## config.mk

```make
export PLATFORM = sky130hd
export DESIGN_NAME = dlfloat_mac_seq_flat
export DESIGN_NICKNAME = d
export VERILOG_FILES = /design/src/rtl/dlfloat_mac_seq_if.sv /design/src/rtl/dlfloat_mac_seq.sv /design/src/flat_wrapper.sv
export SDC_FILE = /design/constraint.sdc
export NUM_CORES = 1
export LEC_CHECK = 0
export CELL_PAD_IN_SITES_DETAIL_PLACEMENT = 0
export CELL_PAD_IN_SITES_GLOBAL_PLACEMENT = 1
export CORE_MARGIN = 2
export CORE_UTILIZATION = 35
export DETAILED_ROUTE_END_ITERATION = 6
export PLACE_DENSITY_LB_ADDON = 0.3
export SLEW_MARGIN = 20
export SYNTH_ARGS = -nofsm -noshare
export SYNTH_HDL_FRONTEND = slang
export SYNTH_SLANG_ARGS = --single-unit
```

## constraint.sdc

```tcl
create_clock -name clk -period 2.5 [get_ports clk]
set_input_delay 0.375 -clock clk [delete_from_list [all_inputs] [get_ports clk]]
set_output_delay 0.375 -clock clk [all_outputs]
set_load 0.02 [all_outputs]
```

## src/rtl/dlfloat_mac_seq_if.sv

```systemverilog
// ---------------------------------------------------------------------------
// dlfloat_mac_seq_if
//   Byte-wide valid/ready stream used for both the operand input and the
//   result output of the DLFloat16 MAC sequencer.
//
//   Handshake: a byte moves on every rising clock edge where valid and ready
//   are both high. The master holds data and valid stable until that edge;
//   ready may change freely and never waits on valid.
//
//   Signals:
//     data  [7:0]  payload byte (master -> slave)
//     valid        data is valid (master -> slave)
//     ready        slave accepts data (slave -> master)
// ---------------------------------------------------------------------------
interface dlfloat_mac_seq_if;
  logic [7:0] data;
  logic       valid;
  logic       ready;

  modport master (output data, output valid, input ready);
  modport slave  (input data, input valid, output ready);
endinterface

```

## src/rtl/dlfloat_mac_seq.sv

```systemverilog
// ---------------------------------------------------------------------------
// dlfloat_mac_seq
//   Sequencer for the DLFloat16 MAC datapath. Assembles 16-bit a/b operand
//   pairs from a byte stream, clears the MAC accumulator, issues cfg_len
//   multiply-accumulate terms, waits out the MAC pipeline and returns the
//   16-bit result as two bytes (low byte first).
//
//   Optional feature macro: DLF_SEQ_NAN_ABORT_EN
//     When defined, a term whose operand is 16'hFFFF is not issued, a sticky
//     flag is set, and the returned result is forced to 16'hFFFF. Remaining
//     terms are still consumed so the byte stream stays aligned.
//
//   Parameters:
//     LEN_W    width of cfg_len
//     MAC_LAT  cycles from mac_issue until mac_acc reflects the term (>= 1)
//
//   Ports:
//     clk, rst      clock; synchronous active-high reset
//     start         begin a dot product (honoured only in IDLE)
//     cfg_len       number of terms, sampled on an accepted start
//     busy          high in every state except IDLE
//     done          one-cycle pulse when the high result byte is accepted
//     in_if         operand byte stream (slave); ready only in LOAD
//     mac_a, mac_b  registered operands to the MAC
//     mac_issue     one-cycle pulse: MAC consumes mac_a/mac_b
//     mac_clr       one-cycle pulse: MAC accumulator cleared
//     mac_acc       MAC accumulator value
//     out_if        result byte stream (master); data is 0x00 when not valid
//     dbg_state_o   current FSM state
// ---------------------------------------------------------------------------
module dlfloat_mac_seq #(
  parameter int LEN_W   = 8,
  parameter int MAC_LAT = 2
) (
  input  logic                  clk,
  input  logic                  rst,
  input  logic                  start,
  input  logic [LEN_W-1:0]      cfg_len,
  output logic                  busy,
  output logic                  done,
  dlfloat_mac_seq_if.slave      in_if,
  output logic [15:0]           mac_a,
  output logic [15:0]           mac_b,
  output logic                  mac_issue,
  output logic                  mac_clr,
  input  logic [15:0]           mac_acc,
  dlfloat_mac_seq_if.master     out_if,
  output logic [2:0]            dbg_state_o
);

  localparam logic [2:0] S_IDLE   = 3'd0;
  localparam logic [2:0] S_CLR    = 3'd1;
  localparam logic [2:0] S_LOAD   = 3'd2;
  localparam logic [2:0] S_ISSUE  = 3'd3;
  localparam logic [2:0] S_DRAIN  = 3'd4;
  localparam logic [2:0] S_OUT_LO = 3'd5;
  localparam logic [2:0] S_OUT_HI = 3'd6;

  localparam int LAT_W = (MAC_LAT > 1) ? $clog2(MAC_LAT) : 1;
  localparam logic [LAT_W-1:0] LAT_LAST = LAT_W'(MAC_LAT - 1);

  logic [2:0]       state_q, state_d;
  logic [LEN_W-1:0] len_q, len_d;
  // One bit wider than cfg_len so an all-ones length still terminates.
  logic [LEN_W:0]   term_q, term_d;
  logic [LEN_W:0]   term_inc;
  logic [1:0]       byte_idx_q, byte_idx_d;
  logic [LAT_W-1:0] lat_q, lat_d;
  logic [15:0]      a_q, a_d;
  logic [15:0]      b_q, b_d;
  logic [15:0]      result_q, result_d;
  logic             issue_ok;

`ifdef DLF_SEQ_NAN_ABORT_EN
  logic nan_q, nan_d;
  logic nan_hit;
  assign nan_hit  = (a_q == 16'hFFFF) || (b_q == 16'hFFFF);
  assign issue_ok = !nan_hit;
`else
  assign issue_ok = 1'b1;
`endif

  assign term_inc = term_q + {{LEN_W{1'b0}}, 1'b1};

  always_comb begin
    state_d    = state_q;
    len_d      = len_q;
    term_d     = term_q;
    byte_idx_d = byte_idx_q;
    lat_d      = lat_q;
    a_d        = a_q;
    b_d        = b_q;
    result_d   = result_q;
`ifdef DLF_SEQ_NAN_ABORT_EN
    nan_d      = nan_q;
`endif
    case (state_q)
      S_IDLE: begin
        if (start) begin
          len_d      = cfg_len;
          term_d     = '0;
          byte_idx_d = 2'd0;
          state_d    = S_CLR;
        end
      end
      S_CLR: begin
        lat_d = '0;
`ifdef DLF_SEQ_NAN_ABORT_EN
        nan_d = 1'b0;
`endif
        state_d = (len_q == '0) ? S_DRAIN : S_LOAD;
      end
      S_LOAD: begin
        if (in_if.valid) begin
          case (byte_idx_q)
            2'd0:    a_d[7:0]  = in_if.data;
            2'd1:    a_d[15:8] = in_if.data;
            2'd2:    b_d[7:0]  = in_if.data;
            default: b_d[15:8] = in_if.data;
          endcase
          byte_idx_d = byte_idx_q + 2'd1;
          if (byte_idx_q == 2'd3) state_d = S_ISSUE;
        end
      end
      S_ISSUE: begin
        term_d = term_inc;
`ifdef DLF_SEQ_NAN_ABORT_EN
        if (nan_hit) nan_d = 1'b1;
`endif
        if (term_inc == {1'b0, len_q}) begin
          state_d = S_DRAIN;
          lat_d   = '0;
        end else begin
          state_d = S_LOAD;
        end
      end
      S_DRAIN: begin
        if (lat_q == LAT_LAST) begin
          result_d = (len_q == '0) ? 16'h0000 : mac_acc;
`ifdef DLF_SEQ_NAN_ABORT_EN
          if (nan_q) result_d = 16'hFFFF;
`endif
          state_d = S_OUT_LO;
        end else begin
          lat_d = lat_q + {{(LAT_W-1){1'b0}}, 1'b1};
        end
      end
      S_OUT_LO: begin
        if (out_if.ready) state_d = S_OUT_HI;
      end
      S_OUT_HI: begin
        if (out_if.ready) state_d = S_IDLE;
      end
      default: state_d = S_IDLE;
    endcase
  end

  always_ff @(posedge clk) begin
    if (rst) begin
      state_q    <= S_IDLE;
      len_q      <= '0;
      term_q     <= '0;
      byte_idx_q <= 2'd0;
      lat_q      <= '0;
      a_q        <= 16'h0000;
      b_q        <= 16'h0000;
      result_q   <= 16'h0000;
`ifdef DLF_SEQ_NAN_ABORT_EN
      nan_q      <= 1'b0;
`endif
    end else begin
      state_q    <= state_d;
      len_q      <= len_d;
      term_q     <= term_d;
      byte_idx_q <= byte_idx_d;
      lat_q      <= lat_d;
      a_q        <= a_d;
      b_q        <= b_d;
      result_q   <= result_d;
`ifdef DLF_SEQ_NAN_ABORT_EN
      nan_q      <= nan_d;
`endif
    end
  end

  // All control outputs are decoded from the registered state.
  assign busy         = (state_q != S_IDLE);
  assign done         = (state_q == S_OUT_HI) && out_if.ready;
  assign in_if.ready  = (state_q == S_LOAD);
  assign mac_issue    = (state_q == S_ISSUE) && issue_ok;
  assign mac_clr      = (state_q == S_CLR);
  assign mac_a        = a_q;
  assign mac_b        = b_q;
  assign out_if.valid = (state_q == S_OUT_LO) || (state_q == S_OUT_HI);
  assign out_if.data  = (state_q == S_OUT_LO) ? result_q[7:0]  :
                        (state_q == S_OUT_HI) ? result_q[15:8] : 8'h00;
  assign dbg_state_o  = state_q;

endmodule

```

## src/flat_wrapper.sv

```systemverilog
// flat-port wrapper written by rule: the top's interface ports become plain ports
module dlfloat_mac_seq_flat 
#(
  parameter int LEN_W   = 8,
  parameter int MAC_LAT = 2
)
  (clk, rst, start, cfg_len, busy, done, mac_a, mac_b, mac_issue, mac_clr, mac_acc, dbg_state_o, in_if_data, in_if_valid, in_if_ready, out_if_data, out_if_valid, out_if_ready);
  dlfloat_mac_seq_if in_if_i ();
  dlfloat_mac_seq_if out_if_i ();
  input  logic clk;
  input  logic rst;
  input  logic start;
  input  logic [LEN_W-1:0] cfg_len;
  output logic busy;
  output logic done;
  output logic [15:0] mac_a;
  output logic [15:0] mac_b;
  output logic mac_issue;
  output logic mac_clr;
  input  logic [15:0] mac_acc;
  output logic [2:0] dbg_state_o;
  input wire logic [$bits(in_if_i.data)-1:0] in_if_data;
  input wire logic [$bits(in_if_i.valid)-1:0] in_if_valid;
  output wire logic [$bits(in_if_i.ready)-1:0] in_if_ready;
  output wire logic [$bits(out_if_i.data)-1:0] out_if_data;
  output wire logic [$bits(out_if_i.valid)-1:0] out_if_valid;
  input wire logic [$bits(out_if_i.ready)-1:0] out_if_ready;
  assign in_if_i.data = in_if_data;
  assign in_if_i.valid = in_if_valid;
  assign in_if_ready = in_if_i.ready;
  assign out_if_data = out_if_i.data;
  assign out_if_valid = out_if_i.valid;
  assign out_if_i.ready = out_if_ready;
  dlfloat_mac_seq #(.LEN_W(LEN_W), .MAC_LAT(MAC_LAT)) u_core (.clk(clk), .rst(rst), .start(start), .cfg_len(cfg_len), .busy(busy), .done(done), .in_if(in_if_i), .mac_a(mac_a), .mac_b(mac_b), .mac_issue(mac_issue), .mac_clr(mac_clr), .mac_acc(mac_acc), .out_if(out_if_i), .dbg_state_o(dbg_state_o));
endmodule
```

==> implementation parameters, run 1 <==
Parameter                              Value

Floorplan
  Initial core utilization ... 36.0%
  Overall die area ... 0.0102 mm2
  Width of the die ... 101 um
  I/O Pins ... 86
  Core area ... 0.00920 mm2
  Number of core rows ... 35
  Die height ... 101 um

Critical path
  Critical path launch point ... u_core.dbg_state_o[0]$_SDFFE_PP0P_
  Crit Path Max Fanout ... 12
  Critical register-to-register path endpoint ... u_core.dbg_state_o[1]$_SDFFE_PP0P_
  Depth of the most critical reg-to-reg path ... 7
  Setup crit end ... out_if_data[7]
  Start of the worst register-to-register path ... u_core.term_q[0]$_SDFFE_PP0P_
  Worst setup path category ... flop to primary output
  Critical Path Sink Type ... primary output
  Worst reg-to-reg setup slack ... 380 ps
  CP startpoint kind ... flop
  Data arrival time at the worst-slack endpoint ... 1940 ps
  Req. time, crit path ... 2120 ps

Global route
  Via count of the first global-routing pass ... 3,020
  Global Route Usage Sum ... 18.0%
  First-pass GRT wire length ... 14,800 um
  Pin count of the biggest net entering global routing ... 31
  Residual overflow from global routing ... 0
  Initial antenna violation count ... 0

Drt
  Total routed wirelength ... 8880 um
  Detailed-routed wire length on met3 ... 568 um
  Uppermost signal routing layer after detailed routing ... met4
  Vias per inst ... 5.09
  Post-DRT Antenna Nets ... 0
  Number of optimization iterations in the first detailed-route pass ... 4
  Routed via count ... 3,167
  Wire length per cell after detailed routing ... 14.3 um
  Routed met2 length ... 3900 um
  First DRT Iteration DRCs ... 85
  Remaining DRCs ... 0
  Wire length on met1 ... 4350 um

Job
  Max-cap violations ... 0

Clocking
  Buffers inserted by post-CTS timing repair ... 0
  Number of CTS-inserted buffers ... 9
  Reg clk slew, reported paths ... 80 ps
  Clock Sinks ... 71
  Latest clock arrival within the worst-skew pair ... 340 ps
  Clock root buffer master ... sky130_fd_sc_hd__clkbuf_8
  H-tree depth ... 3
  CTS max path bufs ... 2
  TritonCTS clock tree ... built

Logic synthesis
  Asr flop ratio synth ... 0%
  Proportion of synthesized chip area in sequential cells ... 42.9%
  Synth Net Count ... 472
  Synthesized flop and latch total ... 71
  Number of enable flip-flop cells after synthesis ... 0
  Primary FF master, synth ... sky130_fd_sc_hd__dfxtp_1
  Cell area after synthesis ... 0.00331 mm2
  Average size of a mapped cell ... 7.70 um2
  Count of yosys warnings during synthesis ... 0
  Post-synthesis cell count ... 430
  Number of different library cells in the post-synthesis netlist ... 42

STA
  RSZ-0062 raised after global routing ... no
  Clock skew after layout ... 8.88 ps
  Share of the clock period used by the worst path ... 92.6%
  Shortest clock period the worst path allows after layout ... 2310 ps
  Total Negative Setup Slacks ... 0 ps
  Highest achievable clock rate ... 432 MHz
  Number of endpoints with negative hold slack in the final report ... 0
  Final number of max-transition violations ... 0
  Final setup vio count ... 0
  Slew margin rel. ... 58.0%
  Transition time at the pin with the least slew margin ... 624 ps

Final layout
  Post-layout net count ... 549
  Sequential Area ... 0.00142 mm2
  Area growth, synth to finish ... 35.2%
  Fraction of final layout cells with drive strength greater than 1 ... 7.44%
  Final standard cell area without fillers ... 0.00447 mm2
  Multi-input logic area ... 0.00169 mm2
  Number of diodes ... 0
  Fill cells ... 926

Status
  Result of the run ... finished clean

Place
  Placed inst area ... 0.00423 mm2
  Dpl hpwl ... 6340 um
  Port buffer count ... 85
  Global placer's final weighted congestion ... 0.860

Power
  Static Leakage ... 1.50 nW
  Total power divided by cell area ... 805 mW/mm2
  IR drop worst, VDD ... 0.349 mV

Hold path
  Worst Hold Class ... flop to flop
==> worst max-delay path, cell delays in order, from the launching register on <==
cell and delay [ps]:
sky130_fd_sc_hd__dfxtp_2 450, sky130_fd_sc_hd__nor2b_1 160, sky130_fd_sc_hd__buf_4 190, sky130_fd_sc_hd__a22oi_1 110, sky130_fd_sc_hd__nor2_1 90, sky130_fd_sc_hd__clkdlybuf4s50_1 600
==> report_power, final <==
part,switching [mW],internal (mW),total [mW]
clock,0.434,0.686,1.12
combinational,0.697,0.463,1.16
sequential,0.109,1.21,1.32
==> per-stage QoR <==
step / power, mW / worst slack, ps / cells / hold WS (ps) / utilization (%)
CTS: 3.63 / 35.3 / 622 / 454 / 48.6
global route: 3.82 / 13.1 / 622 / 478 / 48.7
global placement: 2.50 / 458 / 607 / 440 / 46.0
detailed placement: 2.51 / 394 / 607 / 444 / 46.0
floorplan: 2.07 / 591 / 430 / 432 / -
finish: 3.60 / 185 / 622 / 453 / 48.7
==> layer usage <==
layer | GRT usage (%) | vias to the layer above
met5 | 0 | -
met3 | 5.31 | 7
met2 | 27.5 | 93
li1 | - | 1643
met4 | 4.99 | 0
met1 | 24.8 | 1424
==> cells by family (layout without fill, tap and decap cells) <==
logic type                 Yosys count  in the layout  share of synthesized area [%]
AOI/OAI and AO/OA                  103            103                           17.6
xor gates and xnor gates             7              7                           1.85
adders and majority gates            5              5                           1.89
buffers and inverters               39            120                           6.09
DFF                                 71             71                           42.9
muxes                                3              3                           1.06
and+or+nand+nor                    202            202                           28.5
==> state kept, by name, indices dropped and copies added (netlist names) <==
signal and flops:
u_core.len_q 8, u_core.dbg_state_o 3, u_core.mac_a 16, u_core.result_q 16
u_core.lat_q 1, u_core.term_q 9, u_core.byte_idx_q 2, u_core.mac_b 16
==> cells in the mapped netlist (2+ instances only) <==
cell	number	area [um2]
sky130_fd_sc_hd__nand2_1	79	297
sky130_fd_sc_hd__dfxtp_1	71	1420
sky130_fd_sc_hd__a21oi_1	69	345
sky130_fd_sc_hd__nand3_1	57	285
sky130_fd_sc_hd__nor2_1	35	131
sky130_fd_sc_hd__clkbuf_1	18	67.6
sky130_fd_sc_hd__a22oi_1	11	82.6
sky130_fd_sc_hd__o21ai_0	8	40.0
sky130_fd_sc_hd__buf_2	7	35.0
sky130_fd_sc_hd__inv_1	7	26.3
sky130_fd_sc_hd__and3_1	6	37.5
sky130_fd_sc_hd__buf_6	5	56.3
sky130_fd_sc_hd__ha_1	5	62.6
sky130_fd_sc_hd__nor3_1	5	25.0
sky130_fd_sc_hd__xnor2_1	5	43.8
sky130_fd_sc_hd__and2_1	4	25.0
sky130_fd_sc_hd__nand2b_1	3	18.8
sky130_fd_sc_hd__nor3_2	3	30.0
sky130_fd_sc_hd__o22ai_1	3	18.8
sky130_fd_sc_hd__a211oi_1	2	15.0
sky130_fd_sc_hd__mux2i_1	2	20.0
sky130_fd_sc_hd__nor4_1	2	12.5
sky130_fd_sc_hd__o31a_1	2	17.5
sky130_fd_sc_hd__o31ai_1	2	15.0
sky130_fd_sc_hd__xor2_1	2	17.5
==> cells in the final DEF (no fill, tap or decap), types with 2 or more instances in the layout <==
master	count
sky130_fd_sc_hd__o22ai_1	3
sky130_fd_sc_hd__nand2b_1	3
sky130_fd_sc_hd__dfxtp_1	70
sky130_fd_sc_hd__clkbuf_8	10
sky130_fd_sc_hd__a21oi_1	69
sky130_fd_sc_hd__nand2_1	79
sky130_fd_sc_hd__bufinv_16	3
sky130_fd_sc_hd__and2_1	4
sky130_fd_sc_hd__nor3_2	3
sky130_fd_sc_hd__o31a_1	2
sky130_fd_sc_hd__a211oi_1	2
sky130_fd_sc_hd__o31ai_1	2
sky130_fd_sc_hd__xor2_1	2
sky130_fd_sc_hd__inv_1	7
sky130_fd_sc_hd__mux2i_1	2
sky130_fd_sc_hd__and3_1	6
sky130_fd_sc_hd__nor2_1	35
sky130_fd_sc_hd__xnor2_1	5
sky130_fd_sc_hd__nor3_1	5
sky130_fd_sc_hd__nor4_1	2
sky130_fd_sc_hd__o21ai_0	8
sky130_fd_sc_hd__ha_1	5
sky130_fd_sc_hd__clkdlybuf4s50_1	84
sky130_fd_sc_hd__nand3_1	57
sky130_fd_sc_hd__buf_4	12
sky130_fd_sc_hd__a22oi_1	11
==> worst min-delay path by stage <==
stage,from,end,slack (ps),cells after the start
2_1_floorplan,u_core.result_q[10]$_SDFFE_PP0P_,u_core.result_q[10]$_SDFFE_PP0P_,430,2
3_3_place_gp,u_core.result_q[3]$_SDFFE_PP0P_,u_core.result_q[3]$_SDFFE_PP0P_,440,2
3_5_place_dp,u_core.result_q[3]$_SDFFE_PP0P_,u_core.result_q[3]$_SDFFE_PP0P_,440,2
4_1_cts,rst,u_core.byte_idx_q[1]$_SDFFE_PP0P_,450,2
5_1_grt,u_core.result_q[9]$_SDFFE_PP0P_,u_core.result_q[9]$_SDFFE_PP0P_,480,2
6_report,u_core.result_q[3]$_SDFFE_PP0P_,u_core.result_q[3]$_SDFFE_PP0P_,450,2
==> repair_timing <==
item                                    in CTS  in global routing
gates resized for setup                      0                  1
endpoints found under the setup margin       0                  9
hold buffers                                 0                  0
==> final cells by class <==
class,instances,share of cell area (%)
clock inverter,5,2.38
timing repair buffer,98,21.4
clock buffer,10,3.08
inverter,7,0.587
multi-input combinational,320,37.7
tap,111,3.10
sequential,71,31.8
Note: power is estimated with default switching activity, not from simulation.
==> inputs of run 2 (changes only) <==
--- a/config.mk
+++ b/config.mk
@@ -8,7 +8,7 @@
 export CELL_PAD_IN_SITES_DETAIL_PLACEMENT = 0
 export CELL_PAD_IN_SITES_GLOBAL_PLACEMENT = 1
 export CORE_MARGIN = 2
-export CORE_UTILIZATION = 35
+export CORE_UTILIZATION = 31
 export DETAILED_ROUTE_END_ITERATION = 6
 export PLACE_DENSITY_LB_ADDON = 0.3
 export SLEW_MARGIN = 20
==> constraint.sdc (replaced) <==
create_clock -name clk -period 2.1 [get_ports clk]
set_input_delay 0.315 -clock clk [delete_from_list [all_inputs] [get_ports clk]]
set_output_delay 0.315 -clock clk [all_outputs]
set_load 0.02 [all_outputs]
==> implementation parameters, run 2 (synthesis results as in run 1) <==
Parameter                              Value

Status
  Result of the run ... finished clean

Drt
  Routed via count ... 3,291
  First DRT Iteration DRCs ... 158
  Post-DRT Antenna Nets ... 0
  Total routed wirelength ... 9090 um
  Remaining DRCs ... 0
  Vias per inst ... 5.02
  Wire length per cell after detailed routing ... 13.9 um
  Number of optimization iterations in the first detailed-route pass ... 5

Critical path
  Req. time, crit path ... 1780 ps
  Crit Path Max Fanout ... 11
  Buffers and inverters on the worst path ... 3
  Top cell family by delay on the critical path ... buffers and inverters
  Critical Path Sink Type ... primary output
  CP startpoint kind ... flop
  Cell type of the slowest stage on the worst timing path ... sky130_fd_sc_hd__clkdlybuf4s50_1
  Data arrival time at the worst-slack endpoint ... 1680 ps
  Worst path max stage delay ... 530 ps
  Ordered cell list for the critical path ... buf_4 > nor3_2 > inv_1 > clkdlybuf4s50_1
  Worst setup path category ... flop to primary output

STA
  Clock skew after layout ... 7.88 ps
  Share of the clock period used by the worst path ... 94.9%
  Slew margin rel. ... 58.2%
  Total Negative Setup Slacks ... 0 ps
  Setup slack of the critical path after layout ... 106 ps
  Final number of max-transition violations ... 0
  RSZ-0062 raised after global routing ... no
  Final setup vio count ... 0
  Highest achievable clock rate ... 502 MHz
  Transition time at the pin with the least slew margin ... 625 ps
  Shortest clock period the worst path allows after layout ... 1990 ps
  Number of endpoints with negative hold slack in the final report ... 0

Final layout
  Area growth, synth to finish ... 36.5%
  Fraction of final layout cells with drive strength greater than 1 ... 9.06%
  Commonest non-fill, non-tap cell in the layout ... sky130_fd_sc_hd__nand2_1
  Post-layout net count ... 556
  Number of diodes ... 0
  Final standard cell area without fillers ... 0.00452 mm2
  Most used cells in the layout excluding fill and tap cells ... sky130_fd_sc_hd__nand2_1, sky130_fd_sc_hd__clkdlybuf4s50_1, sky130_fd_sc_hd__dfxtp_1

Place
  Global placer's final weighted congestion ... 0.863
  Port buffer count ... 85
  Dpl hpwl ... 6350 um
  Placed inst area ... 0.00433 mm2
  Place WS ... 186 ps

Job
  Max-cap violations ... 0

Floorplan
  Overall die area ... 0.0115 mm2
  I/O Pins ... 86
  Die height ... 107 um
  Initial core utilization ... 32.1%
  Core area ... 0.0103 mm2
  Number of core rows ... 37
  Width of the die ... 107 um

Global route
  Via count of the first global-routing pass ... 3,020
  Global Route Usage Sum ... 16.2%
  Residual overflow from global routing ... 0
  Initial antenna violation count ... 0
  Pin count of the biggest net entering global routing ... 75
  First-pass GRT wire length ... 14,800 um

Power
  Total power divided by cell area ... 921 mW/mm2
  Static Leakage ... 1.59 nW
  IR drop worst, VDD ... 0.527 mV

Clocking
  Reg clk slew, reported paths ... 80 ps
  CTS max path bufs ... 2
  Number of CTS-inserted buffers ... 9
  Latest clock arrival within the worst-skew pair ... 350 ps
  Clock root buffer master ... sky130_fd_sc_hd__clkbuf_8
  Clock Sinks ... 71
  # hold bufs at CTS ... 0
  TritonCTS clock tree ... built
  H-tree depth ... 3

Hold path
  Worst Hold Class ... input pin to flop
run 2: cell types whose count changed in the layout (fill, tap and decap cells not counted), sizes merged:
| cell | change |
|---|---|
| clkdlybuf4s50 | -13 |
| dlygate4sd2 | +11 |
| buf | +7 |
| bufinv | -2 |
| clkinv | +2 |
| clkdlybuf4s15 | +1 |
| clkinvlp | +1 |
| dlymetal6s2s | +1 |
run 2: where the power goes:
part	internal, mW	switching [mW]	total (mW)
Sequential	1.44	0.0883	1.53
Combinational	0.636	0.893	1.53
Clock	0.574	0.527	1.10
Total	2.65	1.51	4.16
run 2: area by class of cell:
class	count	area (um2)
sequential	71	1420
clock buffer	10	138
inverter	7	26.3
tap	136	170
clock inverter	6	60.1
timing repair buffer	105	1010
multi-input combinational	320	1690
fill	1054	5810
run 2: worst register-to-register path: stages, from the launching register on:
cell and delay, ps:
sky130_fd_sc_hd__dfxtp_1 390, sky130_fd_sc_hd__ha_1 250, sky130_fd_sc_hd__nand3_4 110, sky130_fd_sc_hd__nor3_2 240
sky130_fd_sc_hd__nand2_1 90, sky130_fd_sc_hd__mux2_4 280, sky130_fd_sc_hd__nor4_4 320, sky130_fd_sc_hd__o22ai_1 120
run 2: timing repair:
item	4_1_cts	5_1_grt
resized for setup	13	3
setup endpoints to repair	13	3
pin swaps	0	0
buffers inserted	0	0
run 2: routing by layer:
metal / GRT usage, % / share of wire, % / vias up
met5: 0 / 0 / -
met4: 5.57 / 1.3 / 0
met3: 4.60 / 7.5 / 10
met2: 24.5 / 44 / 108
met1: 22.1 / 47 / 1518
li1: - / - / 1655
run 2: path summary, 6_finish.rpt:
check                                     startpoint                            endpoint  slack [ps]  depth (start not counted)
setup reg to reg       u_core.term_q[1]$_SDFFE_PP0P_  u_core.dbg_state_o[1]$_SDFFE_PP0P_         170                          7
hold reg to reg      u_core.result_q[5]$_SDFFE_PP0P_     u_core.result_q[5]$_SDFFE_PP0P_         450                          2
setup / recovery  u_core.dbg_state_o[2]$_SDFFE_PP0P_                                busy         110                          4
hold / removal                                   rst       u_core.term_q[3]$_SDFFE_PP0P_         440                          3
run 2: per-stage QoR:
step | hold WS, ps | utilization (%) | cells | total power [mW]
6_report | 442 | 43.8 | 655 | 4.16
3_3_place_gp | 440 | 41.9 | 639 | 3.10
4_1_cts | 441 | 43.7 | 655 | 4.19
5_1_grt | 461 | 43.8 | 655 | 4.43
3_5_place_dp | 444 | 41.9 | 639 | 3.10
2_1_floorplan | 432 | - | 430 | 2.46
